<file path="config.mk">
export PLATFORM = sky130hd
export DESIGN_NAME = dclk_tx_lanes
export DESIGN_NICKNAME = d
export VERILOG_FILES = /design/src/rtl/dclk_tx_lanes_pkg.sv /design/src/rtl/dclk_tx_fifo.sv /design/src/rtl/dclk_tx_lanes.sv
export SDC_FILE = /design/constraint.sdc
export NUM_CORES = 1
export LEC_CHECK = 0
export CAP_MARGIN = 20
export CORE_ASPECT_RATIO = 1.5
export CORE_UTILIZATION = 44
export CTS_CLUSTER_SIZE = 8
export DETAILED_ROUTE_END_ITERATION = 16
export PLACE_DENSITY_LB_ADDON = 0.25
export SETUP_SLACK_MARGIN = 0.5
export SYNTH_ARGS = -nofsm -noshare
export SYNTH_HDL_FRONTEND = slang
export SYNTH_HIERARCHICAL = 1
export SYNTH_SLANG_ARGS = --single-unit
</file>
<file path="constraint.sdc">
create_clock -name clk -period 2.5 [get_ports clk]
set_input_delay 0.5 -clock clk [delete_from_list [all_inputs] [get_ports clk]]
set_output_delay 0.5 -clock clk [all_outputs]
set_load 0.03 [all_outputs]
</file>
<file path="src/rtl/dclk_tx_lanes_pkg.sv">
`default_nettype none
// ============================================================================
//  Module      : dclk_tx_lanes_pkg
//  Description : Shared definitions for the multi-lane serial flit link.
//                Holds the flit field sizes, the transmitter/receiver FSM
//                state encoding and the lane/frame size helpers, so that the
//                matching receiver derives identical framing.
//  Revision    : 1.0  initial release
// ============================================================================
package dclk_tx_lanes_pkg;

    // Flit field sizes; default flit width is their sum.
    localparam int c_hdr_sz  = 2;
    localparam int c_pl_sz   = 4;
    localparam int c_addr_sz = 2;

    typedef enum logic [1:0] {
        ST_IDLE = 2'd0,
        ST_SEND = 2'd1,
        ST_GAP  = 2'd2
    } tx_state_e;

    // Bits carried per lane: ceil(flit_w / lanes).
    function automatic int lane_bits(input int flit_w, input int lanes);
        return (flit_w + lanes - 1) / lanes;
    endfunction

    // Start bit + data + optional parity + stop bit.
    function automatic int frame_len(input int lb, input int parity);
        return lb + 2 + ((parity != 0) ? 1 : 0);
    endfunction

endpackage
`default_nettype wire

</file>
<file path="src/rtl/dclk_tx_fifo.sv">
`default_nettype none
// ============================================================================
//  Module      : dclk_tx_fifo
//  Description : Synchronous FIFO with registered occupancy count.
//                Push while full and pop while empty are ignored.
//                Read data is the current head (valid while !empty).
//  Ports       : clk, reset (async, active-low), push/wdata, pop/rdata,
//                full, empty, count
//  Revision    : 1.0  initial release
// ============================================================================
module dclk_tx_fifo #(
    parameter int WIDTH = 8,
    parameter int DEPTH = 4
) (
    input  logic                     clk,
    input  logic                     reset,
    input  logic                     push,
    input  logic [WIDTH-1:0]         wdata,
    input  logic                     pop,
    output logic [WIDTH-1:0]         rdata,
    output logic                     full,
    output logic                     empty,
    output logic [$clog2(DEPTH):0]   count
);

    localparam int AW = $clog2(DEPTH);

    logic [WIDTH-1:0] r_mem [DEPTH];
    logic [AW-1:0]    r_wr_ptr;
    logic [AW-1:0]    r_rd_ptr;
    logic [AW:0]      r_count;
    logic             w_do_push;
    logic             w_do_pop;

    // Full is judged on the current count, so a same-cycle pop never
    // makes room for a push.
    assign w_do_push = push & ~full;
    assign w_do_pop  = pop & ~empty;

    always_ff @(posedge clk) begin
        if (w_do_push) begin
            r_mem[r_wr_ptr] <= wdata;
        end
    end

    // Pointers are exactly AW bits wide, so they wrap modulo DEPTH.
    always_ff @(posedge clk or negedge reset) begin
        if (!reset) begin
            r_wr_ptr <= '0;
            r_rd_ptr <= '0;
            r_count  <= '0;
        end else begin
            if (w_do_push) begin
                r_wr_ptr <= r_wr_ptr + AW'(1);
            end
            if (w_do_pop) begin
                r_rd_ptr <= r_rd_ptr + AW'(1);
            end
            case ({w_do_push, w_do_pop})
                2'b10:   r_count <= r_count + (AW+1)'(1);
                2'b01:   r_count <= r_count - (AW+1)'(1);
                default: r_count <= r_count;
            endcase
        end
    end

    assign full  = (r_count == (AW+1)'(DEPTH));
    assign empty = (r_count == '0);
    assign rdata = r_mem[r_rd_ptr];
    assign count = r_count;

endmodule
`default_nettype wire

</file>
<file path="src/rtl/dclk_tx_lanes.sv">
`default_nettype none
// ============================================================================
//  Module      : dclk_tx_lanes
//  Description : Multi-lane serial flit transmitter with input FIFO.
//                Each flit is split over LANES wires; every lane is framed
//                as start(1), data LSB first, optional odd parity, stop(1).
//                channel_busy is synchronised and only consulted in IDLE.
//  Ports       : clk, reset (async, active-low)
//                req/parallel_in  flit push;  tx_busy  FIFO full
//                channel_busy     receiver back-pressure (asynchronous)
//                serial_out       one bit per lane
//                tx_active        frame in flight
//                fifo_count       FIFO occupancy
//                overflow         sticky, push attempted while full
//  Revision    : 1.0  initial release
// ============================================================================
module dclk_tx_lanes
    import dclk_tx_lanes_pkg::*;
#(
    parameter int FLIT_W   = c_hdr_sz + c_pl_sz + c_addr_sz,
    parameter int LANES    = 2,
    parameter int DEPTH    = 4,
    parameter int PARITY   = 0,
    parameter int GAP      = 1,
    parameter int SYNC     = 2,
    parameter int ROUTERID = -1,
    parameter     PORT     = "unknown"
) (
    input  logic                     clk,
    input  logic                     reset,
    input  logic                     req,
    input  logic [FLIT_W-1:0]        parallel_in,
    input  logic                     channel_busy,
    output logic                     tx_busy,
    output logic [LANES-1:0]         serial_out,
    output logic                     tx_active,
    output logic [$clog2(DEPTH):0]   fifo_count,
    output logic                     overflow
);

    localparam int LB        = lane_bits(FLIT_W, LANES);
    localparam int PW        = LANES * LB;
    localparam int FRAME_LEN = frame_len(LB, PARITY);
    localparam int CW        = $clog2((FRAME_LEN > 16) ? FRAME_LEN : 16);

    localparam logic [CW-1:0] c_frame_last = CW'(FRAME_LEN - 1);
    localparam logic [CW-1:0] c_gap_last   = CW'((GAP > 0) ? GAP - 1 : 0);

    tx_state_e         r_state;
    tx_state_e         w_state_next;
    logic [CW-1:0]     r_cnt;
    logic [SYNC-1:0]   r_busy_sync;
    logic              w_busy_sync;
    logic              r_overflow;
    logic              w_load;
    logic              w_full;
    logic              w_empty;
    logic [FLIT_W-1:0] w_head;
    logic [PW-1:0]     w_flit_pad;
    logic              w_unused_dbg;

    // Debug identifiers carry no logic.
    assign w_unused_dbg = ^{32'(ROUTERID), PORT};

    dclk_tx_fifo #(
        .WIDTH (FLIT_W),
        .DEPTH (DEPTH)
    ) u_fifo (
        .clk   (clk),
        .reset (reset),
        .push  (req),
        .wdata (parallel_in),
        .pop   (w_load),
        .rdata (w_head),
        .full  (w_full),
        .empty (w_empty),
        .count (fifo_count)
    );

    assign tx_busy = w_full;

    always_ff @(posedge clk or negedge reset) begin
        if (!reset) begin
            r_busy_sync <= '0;
        end else begin
            r_busy_sync <= {r_busy_sync[SYNC-2:0], channel_busy};
        end
    end

    assign w_busy_sync = r_busy_sync[SYNC-1];

    always_ff @(posedge clk or negedge reset) begin
        if (!reset) begin
            r_overflow <= 1'b0;
        end else begin
            r_overflow <= r_overflow | (req & w_full);
        end
    end

    assign overflow = r_overflow;

    // ---------------------------------------------------------------- FSM
    always_ff @(posedge clk or negedge reset) begin
        if (!reset) begin
            r_state <= ST_IDLE;
        end else begin
            r_state <= w_state_next;
        end
    end

    always_comb begin
        w_state_next = r_state;
        w_load       = 1'b0;
        unique case (r_state)
            ST_IDLE: begin
                if (!w_empty && !w_busy_sync) begin
                    w_state_next = ST_SEND;
                    w_load       = 1'b1;
                end
            end
            ST_SEND: begin
                if (r_cnt == '0) begin
                    w_state_next = (GAP > 0) ? ST_GAP : ST_IDLE;
                end
            end
            ST_GAP: begin
                if (r_cnt == '0) begin
                    w_state_next = ST_IDLE;
                end
            end
            default: w_state_next = ST_IDLE;
        endcase
    end

    // One counter serves both SEND (FRAME_LEN-1..0) and GAP (GAP-1..0).
    always_ff @(posedge clk or negedge reset) begin
        if (!reset) begin
            r_cnt <= '0;
        end else if (w_load) begin
            r_cnt <= c_frame_last;
        end else if (r_state == ST_SEND && r_cnt == '0) begin
            r_cnt <= c_gap_last;
        end else if (r_cnt != '0) begin
            r_cnt <= r_cnt - CW'(1);
        end
    end

    assign tx_active = (r_state == ST_SEND);

    // Zero-extend so trailing lane bits beyond FLIT_W go out as 0.
    assign w_flit_pad = PW'(w_head);

    // ------------------------------------------------------------- lanes
    for (genvar i = 0; i < LANES; i++) begin : g_lane
        logic [LB-1:0]        w_data;
        logic [FRAME_LEN-1:0] w_frame;
        logic [FRAME_LEN-1:0] r_shift;

        assign w_data = w_flit_pad[i*LB +: LB];

        // Frame is assembled LSB first: bit 0 is the start bit.
        if (PARITY != 0) begin : g_par
            assign w_frame = {1'b1, ~^w_data, w_data, 1'b1};
        end else begin : g_nopar
            assign w_frame = {1'b1, w_data, 1'b1};
        end

        always_ff @(posedge clk or negedge reset) begin
            if (!reset) begin
                r_shift <= '0;
            end else if (w_load) begin
                r_shift <= w_frame;
            end else if (r_state == ST_SEND) begin
                r_shift <= {1'b0, r_shift[FRAME_LEN-1:1]};
            end
        end

        assign serial_out[i] = r_shift[0] & tx_active;
    end

endmodule
`default_nettype wire

</file>
# ---- After elaboration in Yosys (flattened, before gate mapping)
# Memory sizes are Yosys's and may differ from the RTL's.
# Index checks and enable logic that the tools add are counted.
dict set report totals {
  elab_cells 59
  regBits 28
  mem_count 1
  inputBits 12
  mem_bits_rw 32
}
# memory words width rd rd_clocked_by_memory_dff wr line_no
set mem_list {}
lappend mem_list {u_fifo.r_mem 4 8 1 0 1 dclk_tx_fifo.sv:28} ;# logic [WIDTH-1:0] r_mem [DEPTH];
dict set report op_classes {
  reduce_logical 12
  addsub 5
  mux 16
  n_eq_ne 8
  n_bitwise 8
}
# operator count
set op_table {}
lappend op_table {{6-bit two-way mux} 4}
lappend op_table {{4-bit two-way mux} 3}
lappend op_table {{2-bit two-way mux} 3}
lappend op_table {{2-bit case mux with 3 select lines} 1}
lappend op_table {{3-bit case mux with 2 select lines} 1}
lappend op_table {{1-bit AND} 5}
lappend op_table {{2-bit by 1-bit adder with 2-bit output, second input constant} 2}
lappend op_table {{2-bit by 1-bit equality test with 1-bit output, second input constant} 2}
lappend op_table {{2-bit equality test, second input constant} 2}
lappend op_table {{4-bit zero test} 1}
lappend op_table {{1-bit two-way mux} 4}
lappend op_table {{2-bit != test, second input constant} 2}
lappend op_table {{2-bit nonzero test} 2}
lappend op_table {{4-bit nonzero test} 1}
lappend op_table {{4-bit by 1-bit subtractor with 4-bit output, second input constant} 1}
lappend op_table {{3-bit by 1-bit adder with 3-bit output, second input constant} 1}
lappend op_table {{3-bit equality test, second input constant} 1}
lappend op_table {{3-bit zero test} 1}
lappend op_table {{3-bit AND reduction} 1}
lappend op_table {{3-bit nonzero test} 1}
lappend op_table {{3-bit by 1-bit subtractor with 3-bit output, second input constant} 1}
lappend op_table {{1-bit logical AND} 2}
lappend op_table {{1-bit zero test} 2}
lappend op_table {{2-bit zero test} 1}
lappend op_table {{other kinds (3)} 4}

# ---- Logic depth before layout (Yosys ltp)
# Gate-level depths: netlist of run 1.
dict set report logic_depth {
  word_depth 8
  mapped_depth 11
  depth_no_buf 10
}

# ---- Cells and area by module
# The synthesis of run 1 kept the hierarchy.
# mod n_inst area_per_inst_um2 cells_per_inst seq_area_each_um2
set modules_own_cells {}
lappend modules_own_cells {dclk_tx_fifo 1 1592.8 79 1136.1}
lappend modules_own_cells {dclk_tx_lanes 1 860.8 84 500.5}

# ---- Worst setup path before layout of run 1
# OpenSTA, ideal clock, no wires.
dict set report synth_path {
  kind {register -> register}
  start {reg u_fifo.r_count[0] (netlist: u_fifo/count[0])}
  end {reg u_fifo.r_count[2] (netlist: u_fifo/count[2])}
  setup_ns 0.081
  t_arrival_ns 2.449
  path_stages_with_launch 12
  setup_slack_ns -0.029
  required_ns 2.419
  cell_sequence {dfrtp_1 nor3_1 or4_4 buf_6 clkinv_8 o31a_2 ha_1 inv_1 fa_1 xor2_1 nor2_1 xor2_1}
}
dict set report synth_between {
  elab_chain_cells 8
  elab_cells_between_ends 16
  classes_between {add/sub (2); eq/ne (3); mux (3); bitwise (4); reduce/logical (4)}
}
# element line_no
set synth_lines {}
lappend synth_lines {{start: declaration} dclk_tx_fifo.sv:31} ;# logic [AW:0] r_count;
lappend synth_lines {{start signal: assignment} dclk_tx_fifo.sv:60} ;# 2'b10: r_count <= r_count + (AW+1)'(1);
lappend synth_lines {{start signal: assignment} dclk_tx_fifo.sv:61} ;# 2'b01: r_count <= r_count - (AW+1)'(1);
lappend synth_lines {{start signal: assignment} dclk_tx_fifo.sv:62} ;# default: r_count <= r_count;
lappend synth_lines {{3-bit zero test *} dclk_tx_fifo.sv:68} ;# assign empty = (r_count == '0);
lappend synth_lines {{named net w_empty} dclk_tx_lanes.sv:57} ;# logic w_empty;
lappend synth_lines {{1-bit zero test *} dclk_tx_lanes.sv:116} ;# if (!w_empty && !w_busy_sync) begin
lappend synth_lines {{1-bit logical AND *} dclk_tx_lanes.sv:116}
lappend synth_lines {{1-bit two-way mux *} dclk_tx_lanes.sv:116}
lappend synth_lines {{1-bit two-way mux *} dclk_tx_lanes.sv:114} ;# unique case (r_state)
lappend synth_lines {{named net w_load} dclk_tx_lanes.sv:55} ;# logic w_load;
lappend synth_lines {{1-bit AND *} dclk_tx_fifo.sv:38} ;# assign w_do_pop = pop & ~empty;
lappend synth_lines {{named net u_fifo.w_do_pop} dclk_tx_fifo.sv:33} ;# logic w_do_pop;
lappend synth_lines {{2-bit by 1-bit equality test with 1-bit output / 2-bit equality test (equally long branches)} dclk_tx_fifo.sv:59} ;# case ({w_do_push, w_do_pop})
lappend synth_lines {{3-bit case mux with 2 select lines / 2-bit nonzero test (equally long branches)} n/a}
# Mark *: on every way through the listed nets, which the timed path passes. The rest lies on a longest branch.
# A chain may end at the register's enable or synchronous reset.

# ---- Worst setup path in the final report of run 1
dict set report layout_path {
  start {reg r_state[1]}
  end {reg u_fifo.r_count[2] (netlist: u_fifo/count[2])}
}
dict set report layout_between {
  elab_chain_cells 5
  elab_cells_between_ends 7
  classes_between {eq/ne (2); mux (2); bitwise (1); reduce/logical (2)}
}
# element line_no
set layout_lines {}
lappend layout_lines {{start: declaration} dclk_tx_lanes.sv:49} ;# tx_state_e r_state;
lappend layout_lines {{start signal: assignment} dclk_tx_lanes.sv:107} ;# r_state <= w_state_next;
lappend layout_lines {{2-bit zero test *} dclk_tx_lanes.sv:114}
lappend layout_lines {{1-bit two-way mux *} dclk_tx_lanes.sv:114}
lappend layout_lines {{named net w_load} dclk_tx_lanes.sv:55}
lappend layout_lines {{1-bit AND *} dclk_tx_fifo.sv:38}
lappend layout_lines {{named net u_fifo.w_do_pop} dclk_tx_fifo.sv:33}
lappend layout_lines {{2-bit by 1-bit equality test with 1-bit output / 2-bit equality test (equally long branches)} dclk_tx_fifo.sv:59}
lappend layout_lines {{3-bit case mux with 2 select lines / 2-bit nonzero test (equally long branches)} n/a}
# Marks and branches as above.

==> results.md, run 1 <==
* Outcome: finished clean
* Initial Util at 46.8%
* Mean Syn Cell Area at 15.1 um2
* Clk sinks at between 50 and 60
* CP Max Fanout at 3
* Syn Nets at 182
* Largest net degree at the start of global routing at 28
* Ys async rst share at 45.8%
* Post-DR wirelength/cell at 15.7 um
* Vias per inst at between 5 and 6
* Buffers added on ports at 19
* Worst-path clk slew at 60 ps
* Core Area at 0.00525 mm2
* Min-Delay Path Depth at 0
* Commonest cells in the netlist: edfxtp_1 (32), dfrtp_1 (27), nand2_1 (18)
* Count of different cell masters after synthesis at 38
* CP Class: reg -> reg
* Synth top area share at about two fifths
* CP endpoint kind: flop
* Vias in the first global route at 1522
* GPL Wtd Cong at 0.735
* Drt pass-1 iters at 4
* Cell count after synthesis at 163
* Root cell of the clock tree: clkbuf_8
* Hold Path Origin: r_busy_sync[0]
* Dpl cells at 248
* Final setup TNS at 0 ps
* Top post-synthesis cells by area: edfxtp_1 (39%), dfrtp_1 (28%), mux4_2 (7.3%), ha_1 (3.1%), nand2_1 (2.8%)
* N_diodes at 0
* Bufs on Longest Clock Path at 2
* Fmax at 458 MHz
* DP Worst Slack at 146 ps
* Unrepaired setup endpoints after global routing: yes
* Hpwl dp at 2.87 mm
* Synth warnings at 6
* Netlist Area Pre-Place at 0.00245 mm2
* Fin nets at about 220
* Initial drt markers at 116
* Clk Latency, worst-skew pair at approximately 330 ps
* Chain of cells forming the critical path: or4_4 > clkinv_8 > o31a_4 > ha_4 > inv_2 > fa_2 > xor2_1 > nor2_1 > xor2_1
* Worst Slack Setup Final at around 320 ps
* Reg2reg path depth at 9
* Leak at 1.21 nW
* CP peak stage delay at ~570 ps
* Rows at 32
* Slew @ Worst Pin at 747 ps
* Layout area overhead at 21.9%
* CTS tree: done
* CP Launch Type: flop
* Post-synthesis sequential area ratio at about two thirds
* Final hold viol count at 0
* Initial antenna violation count at 0
* DRC viols at 0
* Vias at 1397
* Worst-case clock skew at 6.15 ps
* Total wire length at 4.27 mm
* R2r setup slk at 320 ps
* Share of layout cells above drive strength 1 at a little over a quarter
* Most frequent cell after synthesis: edfxtp_1
* Max_slew headroom at 50.1%
* Die height at 93.5 um
* Number of synthesized flops with an enable pin at 32
* Die width at roughly 63 um
* Maximum capacitance violations at 0
* Req. time, crit path at 2740 ps
* Die area at roughly 0.006 mm2
* Number of buffers created by CTS at 9
* Arr. time, crit path at ~2400 ps
* R2r endpoint: u_fifo/count[2]
* Global route overflow at 0
* # setup viols final at 0
* First-pass GRT wire length at 7.14 mm
* Synth area leader: edfxtp_1
* Top cell by count, worst path: xor2_1
* Hold path endpoint: r_busy_sync[1]
* I/O Pins at 20
* Fillers at 432
* Total track usage at 16.6%
* H-tree Lvls at 3
* Max-slew violation count at 0
* Critical path's slowest cell: or4_4
* Final Cycle Share at 87.4%
* Final Non-Filler Cells at 272
* Post-route minimum period at around 2200 ps
* PwrDens at 1320 mW/mm2
* RR Startpoint: r_state[1]
* Final Power at 3.95 mW
* Maximum VDD drop at roughly 0.00056 V
* FF+latch count, synth at roughly 60
* Antenna-violating nets left at 0
* HP Class: reg -> reg
* Top_reg_cell synth: edfxtp_1
-- critical path, delay by kind of cell (launching register included) --
family / cells / cell delay (ps)
flip-flops: 1 / 390
AO/OA/AOI/OAI: 1 / 150
adder cells (fa/ha/maj): 2 / 470
AND/OR/NAND/NOR: 2 / 680
XOR/XNOR: 2 / 310
buffers and inverters: 2 / 100
-- cell type report --
class	count	area, um2	area share (%)
Clock buffer	11	131	4.39
Clock inverter	4	42.5	1.42
Inverter	11	56.3	1.88
Multi-Input combinational cell	87	758	25.3
Sequential cell	59	1640	54.8
Tap cell	68	85.1	2.84
Timing Repair Buffer	32	278	9.28
-- cells by family (layout without fill, tap and decap cells) --
logic type | Yosys count | count (layout) | share of synthesized area [%]
flip-flops | 59 | 59 | 66.7
AO/OA/AOI/OAI | 16 | 16 | 4.54
multiplexers | 10 | 10 | 8.36
adder cells (fa/ha/maj) | 7 | 7 | 3.88
AND/OR/NAND/NOR | 47 | 47 | 10.5
buffers and inverters | 17 | 58 | 3.52
XOR/XNOR | 7 | 7 | 2.50
-- metal layers --
layer	global-route usage [%]	routed length, um	vias to the layer above	part of all wire, %
met5	0	0	-	0
met4	10.3	97	0	2.3
met3	5.73	136	7	3.2
met2	28.4	2360	26	55
met1	17.3	1680	706	39
li1	-	-	658	-
-- metrics by stage --
step	cell area, um2	hold WS (ps)	utilization (%)
2_1_floorplan	2490	204	-
3_3_place_gp	2760	341	52.6
3_5_place_dp	2760	361	52.6
4_1_cts	2970	388	56.6
5_1_grt	2990	389	57.0
6_report	2990	381	57.0
-- sequential cells by signal, summed over array words and instances (netlist names) --
register         flops
u_fifo/r_mem        32
g_lane.r_shift      11
r_cnt                4
u_fifo/count         3
r_busy_sync          2
r_state              2
u_fifo/r_rd_ptr      2
u_fifo/r_wr_ptr      2
overflow             1
-- where the power goes --
part / switching, mW / internal [mW] / total, mW
sequential: 0.215 / 1.37 / 1.58
clock: 0.332 / 0.447 / 0.779
combinational: 0.828 / 0.757 / 1.59
-- cells in the final DEF (no fill, tap or decap), drive strengths merged, types with 2 or more instances in the layout --
cell type	netlist	layout
a221o	2	2
a22oi	2	2
a31oi	5	5
and2	7	7
buf	3	15
clkbuf	3	12
clkdlybuf4s50	0	13
clkinv	1	4
dfrtp	27	27
edfxtp	32	32
ha	6	6
inv	10	10
mux4	8	8
nand2	18	18
nand3	6	6
nor2	6	6
nor3	3	3
nor3b	2	2
o21ai	3	3
xnor2	4	4
xor2	3	3
-- timing repair --
action	4_1_cts	5_1_grt
buffers inserted	6	3
endpoints found under the setup margin	7	5
pin swaps	4	0
gates resized for setup	18	4
hold buffers	0	0
-- worst max-delay path by stage --
stage,slack [ps],endpoint,from,depth (start not counted)
2_1_floorplan,220,u_fifo/count[2],u_fifo/count[1],11
3_3_place_gp,220,u_fifo/count[2],r_state[0],9
3_5_place_dp,150,u_fifo/count[2],r_state[0],9
4_1_cts,320,u_fifo/count[2],r_state[1],9
5_1_grt,220,u_fifo/count[2],r_state[1],9
6_report,320,u_fifo/count[2],r_state[1],9
Note: power is estimated with default switching activity, not from simulation.
==> inputs of run 2 (changes only) <==
CORE_UTILIZATION = 57   (was 44)
SETUP_SLACK_MARGIN = 0.2   (was 0.5)
==> results.md, run 2 (synthesis results as in run 1) <==
* Number of buffers created by CTS at 9 (unchanged)
* Chain of cells forming the critical path: or4_4 > clkinv_8 > o31a_4 > ha_4 > inv_1 > fa_2 > xor2_1 > nor2_1 > xor2_1 (was or4_4 > clkinv_8 > o31a_4 > ha_4 > inv_2 > fa_2 > xor2_1 > nor2_1 > xor2_1)
* Final Power at 3.91 mW (was 3.95 mW)
* Slew @ Worst Pin at 749 ps (was 747 ps)
* H-tree Lvls at 3 (unchanged)
* Maximum VDD drop at 0.00102 V (was 0.000556 V)
* I/O Pins at 20 (unchanged)
* Reg2reg path depth at 9 (unchanged)
* R2r endpoint: u_fifo/count[2] (unchanged)
* Arr. time, crit path at 2470 ps (was 2420 ps)
* DP Worst Slack at 272 ps (was 146 ps)
* CTS tree: done (unchanged)
* RR Startpoint: r_state[0] (was r_state[1])
* CP endpoint kind: flop (unchanged)
* Max_slew headroom at 49.9% (was 50.1%)
* Hold Path Origin: r_busy_sync[0] (unchanged)
* Initial Util at 60.9% (was 46.8%)
* Hold path endpoint: r_busy_sync[1] (unchanged)
* Hold_ws at 360 ps (was 381 ps)
* Antenna-violating nets left at 0 (unchanged)
* CP Class: reg -> reg (unchanged)
* Layout area overhead at 19.3% (was 21.9%)
* Initial antenna violation count at 0 (unchanged)
* Critical path's slowest cell: or4_4 (unchanged)
* Worst-case clock skew at 6.12 ps (was 6.15 ps)
* Flip-flop count of the largest register after layout at 32 (unchanged)
* Post-route minimum period at 2230 ps (was 2180 ps)
* CP Launch Type: flop (unchanged)
* Vias at 1360 (was 1397)
* Maximum capacitance violations at 0 (unchanged)
* N_diodes at 0 (unchanged)
* Rows at 28 (was 32)
* Fin nets at 213 (was 219)
* Die height at 82.4 um (was 93.5 um)
* Vias per inst at 5.57 (was 5.14)
* Hpwl dp at 2.87 mm (about the same)
* Outcome: finished clean (unchanged)
* Buffers added on ports at 19 (unchanged)
* Worst Slack Setup Final at 274 ps (was 316 ps)
* Total track usage at 21.1% (was 16.6%)
* PwrDens at 1330 mW/mm2 (was 1320 mW/mm2)
* Root cell of the clock tree: clkbuf_8 (unchanged)
* Min-Delay Path Depth at 0 (unchanged)
* Final setup TNS at 0 ps (unchanged)
* Largest net degree at the start of global routing at 28 (unchanged)
* Die width at 55.6 um (was 63.0 um)
* Die area at 0.00458 mm2 (was 0.00588 mm2)
* HP Class: reg -> reg (unchanged)
* Share of layout cells above drive strength 1 at 22.6% (was 27.5%)
* CP peak stage delay at 590 ps (was 570 ps)
* Most frequent cells in the layout: edfxtp_1 (32), dfrtp_1 (24), nand2_1 (18), clkdlybuf4s50_1 (15) (was edfxtp_1 (32), dfrtp_1 (24), nand2_1 (18), clkdlybuf4s50_1 (13), buf_4 (13))
* Top flop regs: u_fifo/r_mem x32, g_lane.r_shift x11, r_cnt x4 (unchanged)
* DRC viols at 0 (unchanged)
* Total wire length at 4.23 mm (was 4.27 mm)
* Worst path top cell family by delay: simple AND/OR/NAND/NOR gates (unchanged)
* # setup viols final at 0 (unchanged)
* Bufs on Longest Clock Path at 2 (unchanged)
* Top cell by count, worst path: xor2_1 (unchanged)
* R2r setup slk at 270 ps (was 320 ps)
* Global route overflow at 0 (unchanged)
* First-pass GRT wire length at 6.66 mm (was 7.14 mm)
* Unrepaired setup endpoints after global routing: yes (unchanged)
* Leak at 1.17 nW (was 1.21 nW)
* Clk Latency, worst-skew pair at 330 ps (about the same)
* Commonest non-fill, non-tap cell in the layout: edfxtp_1 (unchanged)
* Worst-path clk slew at 60 ps (about the same)
* Fmax at 449 MHz (was 458 MHz)
* GPL Wtd Cong at 0.810 (was 0.735)
* Fillers at 272 (was 432)
* Final Cycle Share at 89.0% (was 87.4%)
* CP bufs+invs at 2 (unchanged)
* Final hold viol count at 0 (unchanged)
* Top reg by flops: u_fifo/r_mem (unchanged)
* Core Area at 0.00403 mm2 (was 0.00525 mm2)
* Drt pass-1 iters at 4 (unchanged)
* Post-DR wirelength/cell at 17.3 um (was 15.7 um)
* CP Max Fanout at 9 (was 3)
* # hold bufs at CTS at 0 (unchanged)
* Post-layout util at 72.6% (was 57.0%)
* Req. time, crit path at 2750 ps (was 2740 ps)
* Clk sinks at 59 (unchanged)
* Vias in the first global route at 1426 (was 1522)
* Max-slew violation count at 0 (unchanged)
* Initial drt markers at 51 (was 116)
run 2: final cells by class:
| type | instances | area, um2 | share of cell area [%] |
|---|---|---|---|
| Sequential cell | 59 | 1640 | 56.0 |
| Multi-Input combinational cell | 87 | 758 | 25.9 |
| Clock inverter | 4 | 42.5 | 1.45 |
| Inverter | 11 | 53.8 | 1.84 |
| Tap cell | 45 | 56.3 | 1.92 |
| Timing Repair Buffer | 26 | 240 | 8.21 |
| Clock buffer | 12 | 135 | 4.62 |
run 2: worst max-delay path by stage:
stage	slack [ps]	endpoint	depth (start not counted)	from
6_report	270	u_fifo/count[2]	9	r_state[0]
5_1_grt	190	serial_out[1]	4	r_state[1]
4_1_cts	240	serial_out[1]	4	r_state[1]
3_5_place_dp	270	u_fifo/count[2]	9	r_state[0]
3_3_place_gp	330	u_fifo/count[2]	9	r_state[0]
2_1_floorplan	210	u_fifo/count[2]	11	u_fifo/count[1]
run 2: per-stage QoR:
| stage | std cells | cell area, um2 |
|---|---|---|
| floorplan | 163 | 2480 |
| global placement | 225 | 2730 |
| detailed placement | 225 | 2730 |
| CTS | 241 | 2900 |
| global route | 244 | 2930 |
| finish | 244 | 2930 |
run 2: metal layers:
layer / vias up / part of all wire (%) / GRT usage, %
li1: 647 / - / -
met1: 666 / 39 / 22.1
met2: 41 / 55 / 37.8
met3: 6 / 4.2 / 6.70
met4: 0 / 1.5 / 11.5
met5: - / 0 / 0
run 2: power by group:
part	switching, mW	internal, mW
registers	0.245	1.37
clock network	0.333	0.453
logic	0.796	0.710
total	1.37	2.53
run 2: repair_timing:
item	4_1_cts	5_1_grt
endpoints found under the setup margin	4	3
endpoints found under the hold margin	0	0
resized for setup	4	2
setup buffers	0	3
pin swaps	0	0
==> inputs of run 3 (changes only) <==
CORE_UTILIZATION = 59   (was 57)
CTS_BUF_LIST = sky130_fd_sc_hd__clkbuf_4   (was unset)
HOLD_SLACK_MARGIN = 0.05   (was unset)
SYNTH_HIERARCHICAL = unset   (was 1)
==> results.md, run 3 <==
* Final Cycle Share at 86.4% (was 89.0%)
* Largest net degree at the start of global routing at 28 (unchanged)
* Final setup TNS at 0 ps (unchanged)
* HP Class: reg -> reg (unchanged)
* Fillers at 261 (was 272)
* Synth top area share at 39.2% (about the same)
* Syn Nets at 175 (was 182)
* Post-synthesis sequential area ratio at 66.7% (about the same)
* CTS tree: done (unchanged)
* Drt pass-1 iters at 6 (was 4)
* Cell count after synthesis at 156 (was 163)
* Register Area at 0.00164 mm2 (about the same)
* Die width at 54.6 um (was 55.6 um)
* PwrDens at 1280 mW/mm2 (was 1330 mW/mm2)
* H-tree Lvls at 3 (unchanged)
* Maximum capacitance violations at 0 (unchanged)
* Final Non-Filler Cells at 237 (was 244)
* Commonest cells in the netlist: edfxtp_1 (32), dfrtp_1 (27), nand3_1 (11) (was edfxtp_1 (32), dfrtp_1 (27), nand2_1 (18))
* Top flop regs: u_fifo.r_mem x32, g_lane.r_shift x11, r_cnt x4 (was u_fifo/r_mem x32, g_lane.r_shift x11, r_cnt x4)
* Top_reg_cell synth: edfxtp_1 (unchanged)
* Max_slew headroom at 45.8% (was 49.9%)
* Multi-input logic area at 768 um2 (was 758 um2)
* Commonest non-fill, non-tap cell in the layout: edfxtp_1 (unchanged)
* # setup viols final at 0 (unchanged)
* Core Area at 0.00396 mm2 (was 0.00403 mm2)
* Rows at 28 (unchanged)
* DRC viols at 0 (unchanged)
* Leak at 1.17 nW (about the same)
* Share of layout cells above drive strength 1 at 14.6% (was 22.6%)
* CP Capture Point: serial_out[0] (was u_fifo/count[2])
* Outcome: finished clean (unchanged)
* Unrepaired setup endpoints after global routing: yes (unchanged)
* Most frequent cells in the layout: edfxtp_1 (32), dfrtp_1 (27), clkdlybuf4s50_1 (15), nand3_1 (11), clkbuf_4 (9) (was edfxtp_1 (32), dfrtp_1 (24), nand2_1 (18), clkdlybuf4s50_1 (15))
* First-pass GRT wire length at 6.57 mm (was 6.66 mm)
* N_diodes at 0 (unchanged)
* CP Launch Type: flop (unchanged)
* Worst-case clock skew at 10.9 ps (was 6.12 ps)
* Total wire length at 4.04 mm (was 4.23 mm)
* Most frequent cell after synthesis: edfxtp_1 (unchanged)
* Hpwl dp at 2.85 mm (was 2.87 mm)
* Antenna-violating nets left at 0 (unchanged)
* Number of synthesized flops with an enable pin at 32 (unchanged)
* Worst-path clk slew at 90 ps (was 60 ps)
* Clk Latency, worst-skew pair at 390 ps (was 330 ps)
* Max-slew violation count at 0 (unchanged)
* Crit. Startpoint: r_state[1] (was r_state[0])
* Synth warnings at 0 (was 6)
* Mean Syn Cell Area at 15.7 um2 (was 15.1 um2)
* Hold Path Origin: r_busy_sync[0] (unchanged)
* Flip-flop count of the largest register after layout at 32 (unchanged)
* R2r setup slk at 340 ps (was 270 ps)
* Top reg by flops: u_fifo.r_mem (was u_fifo/r_mem)
* Die height at 81.0 um (was 82.4 um)
* Global route overflow at 0 (unchanged)
* Maximum VDD drop at 0.000950 V (was 0.00102 V)
* Total track usage at 22.1% (was 21.1%)
* RR Startpoint: r_state[0] (unchanged)
* Initial drt markers at 41 (was 51)
* Vias in the first global route at 1490 (was 1426)
* Buffers added on ports at 19 (unchanged)
* Count of different cell masters after synthesis at 36 (was 38)
* Vias per inst at 5.78 (was 5.57)
* Netlist Area Pre-Place at 0.00245 mm2 (about the same)
* Post-route minimum period at 2160 ps (was 2230 ps)
* I/O Pins at 20 (unchanged)
* Reg2reg path depth at 9 (unchanged)
* GPL Wtd Cong at 0.768 (was 0.810)
* Bufs on Longest Clock Path at 2 (unchanged)
* Slew @ Worst Pin at 812 ps (was 749 ps)
* Layout area overhead at 17.5% (was 19.3%)
* Synth area leader: edfxtp_1 (unchanged)
* Post-DR wirelength/cell at 17.1 um (was 17.3 um)
* Initial antenna violation count at 0 (unchanged)
* CP Max Fanout at 9 (unchanged)
* Die area at 0.00442 mm2 (was 0.00458 mm2)
* Vias at 1370 (was 1360)
* Req. time, crit path at 2000 ps (was 2750 ps)
* CP endpoint kind: output pin (was flop)
* FF+latch count, synth at 59 (unchanged)
* Arr. time, crit path at 1660 ps (was 2470 ps)
* Dpl cells at 221 (was 225)
* R2r endpoint: u_fifo.count[2] (was u_fifo/count[2])
* Fmax at 463 MHz (was 449 MHz)
* Hold_ws at 362 ps (was 360 ps)
* # hold bufs at CTS at 0 (unchanged)
* Final hold viol count at 0 (unchanged)
* Root cell of the clock tree: clkbuf_4 (was clkbuf_8)
* Number of buffers created by CTS at 9 (unchanged)
* Top post-synthesis cells by area: edfxtp_1 (39%), dfrtp_1 (28%), mux4_1 (7.5%), ha_1 (3.1%), mux2i_1 (2.4%) (was edfxtp_1 (39%), dfrtp_1 (28%), mux4_2 (7.3%), ha_1 (3.1%), nand2_1 (2.8%))
* CP Class: reg -> out (was reg -> reg)
* Initial Util at 61.9% (was 60.9%)
* Ys async rst share at 45.8% (unchanged)
* Clk sinks at 59 (unchanged)
* Fin nets at 206 (was 213)
-- run 3: changes by cell type after synthesis, sizes merged, moves of 2 or more --
cell,before,now
o21ai,3,7
a22oi,2,0
nand2,18,8
nand2b,1,3
mux2i,1,6
nand3,6,11
nor2,6,1
clkbuf,3,1
a31oi,5,0
-- run 3: worst min path at each step --
stage | endpoint | cells after the start | slack, ps
2_1_floorplan | g_lane[0].r_shift[0] | 0 | 200
3_3_place_gp | r_busy_sync[1] | 0 | 340
3_5_place_dp | r_busy_sync[1] | 0 | 340
4_1_cts | r_busy_sync[1] | 0 | 360
5_1_grt | r_busy_sync[1] | 0 | 370
6_report | r_busy_sync[1] | 0 | 360
-- run 3: final cells by class --
cell class | count | share of cell area [%]
multi-input combinational | 83 | 26.7
clock buffer | 9 | 2.34
inverter | 10 | 1.30
clock inverter | 7 | 3.21
tap | 45 | 1.95
sequential | 59 | 56.8
timing repair buffer | 24 | 7.73
-- run 3: layer usage --
| metal | up-vias | share of wire, % | track usage, % |
|---|---|---|---|
| met1 | 694 | 37 | 23.5 |
| met4 | 0 | 1.6 | 12.1 |
| li1 | 640 | - | - |
| met5 | - | 0 | 0 |
| met2 | 30 | 58 | 37.7 |
| met3 | 6 | 3.0 | 6.18 |
-- run 3: through the flow --
step | instance area [um2] | setup slack [ps] | power [mW] | util, %
6_report | 2880 | 341 | 3.69 | 72.8
3_5_place_dp | 2720 | 251 | 2.99 | 68.7
3_3_place_gp | 2720 | 350 | 2.89 | 68.7
2_1_floorplan | 2460 | 212 | 2.56 | -
4_1_cts | 2880 | 265 | 3.71 | 72.6
5_1_grt | 2880 | 178 | 3.93 | 72.8
-- run 3: cell families after synthesis --
kind of cell             share of synthesized area, %
AO/OA/AOI/OAI                                    3.67
XOR/XNOR                                         2.50
adder cells (fa/ha/maj)                          3.88
buffers and inverters                            2.65
flip-flops                                       66.7
multiplexers                                     11.3
AND/OR/NAND/NOR                                  9.24
-- run 3: what timing repair did --
item	4_1_cts	5_1_grt
buffers inserted	0	0
gates resized for setup	4	2
endpoints found under the setup margin	4	3
-- run 3: critical path, stage by stage (launching register included) --
cell and delay (ps):
dfrtp_1 430, nand2b_1 190, inv_2 130, and2_1 130, dlygate4sd2_1 390
-- run 3: power by group --
group          leakage, nW  switching, mW  internal, mW  total, mW
clock network       0.0796          0.338         0.402      0.740
logic                0.473          0.716         0.634       1.35
registers            0.616          0.243          1.36       1.60
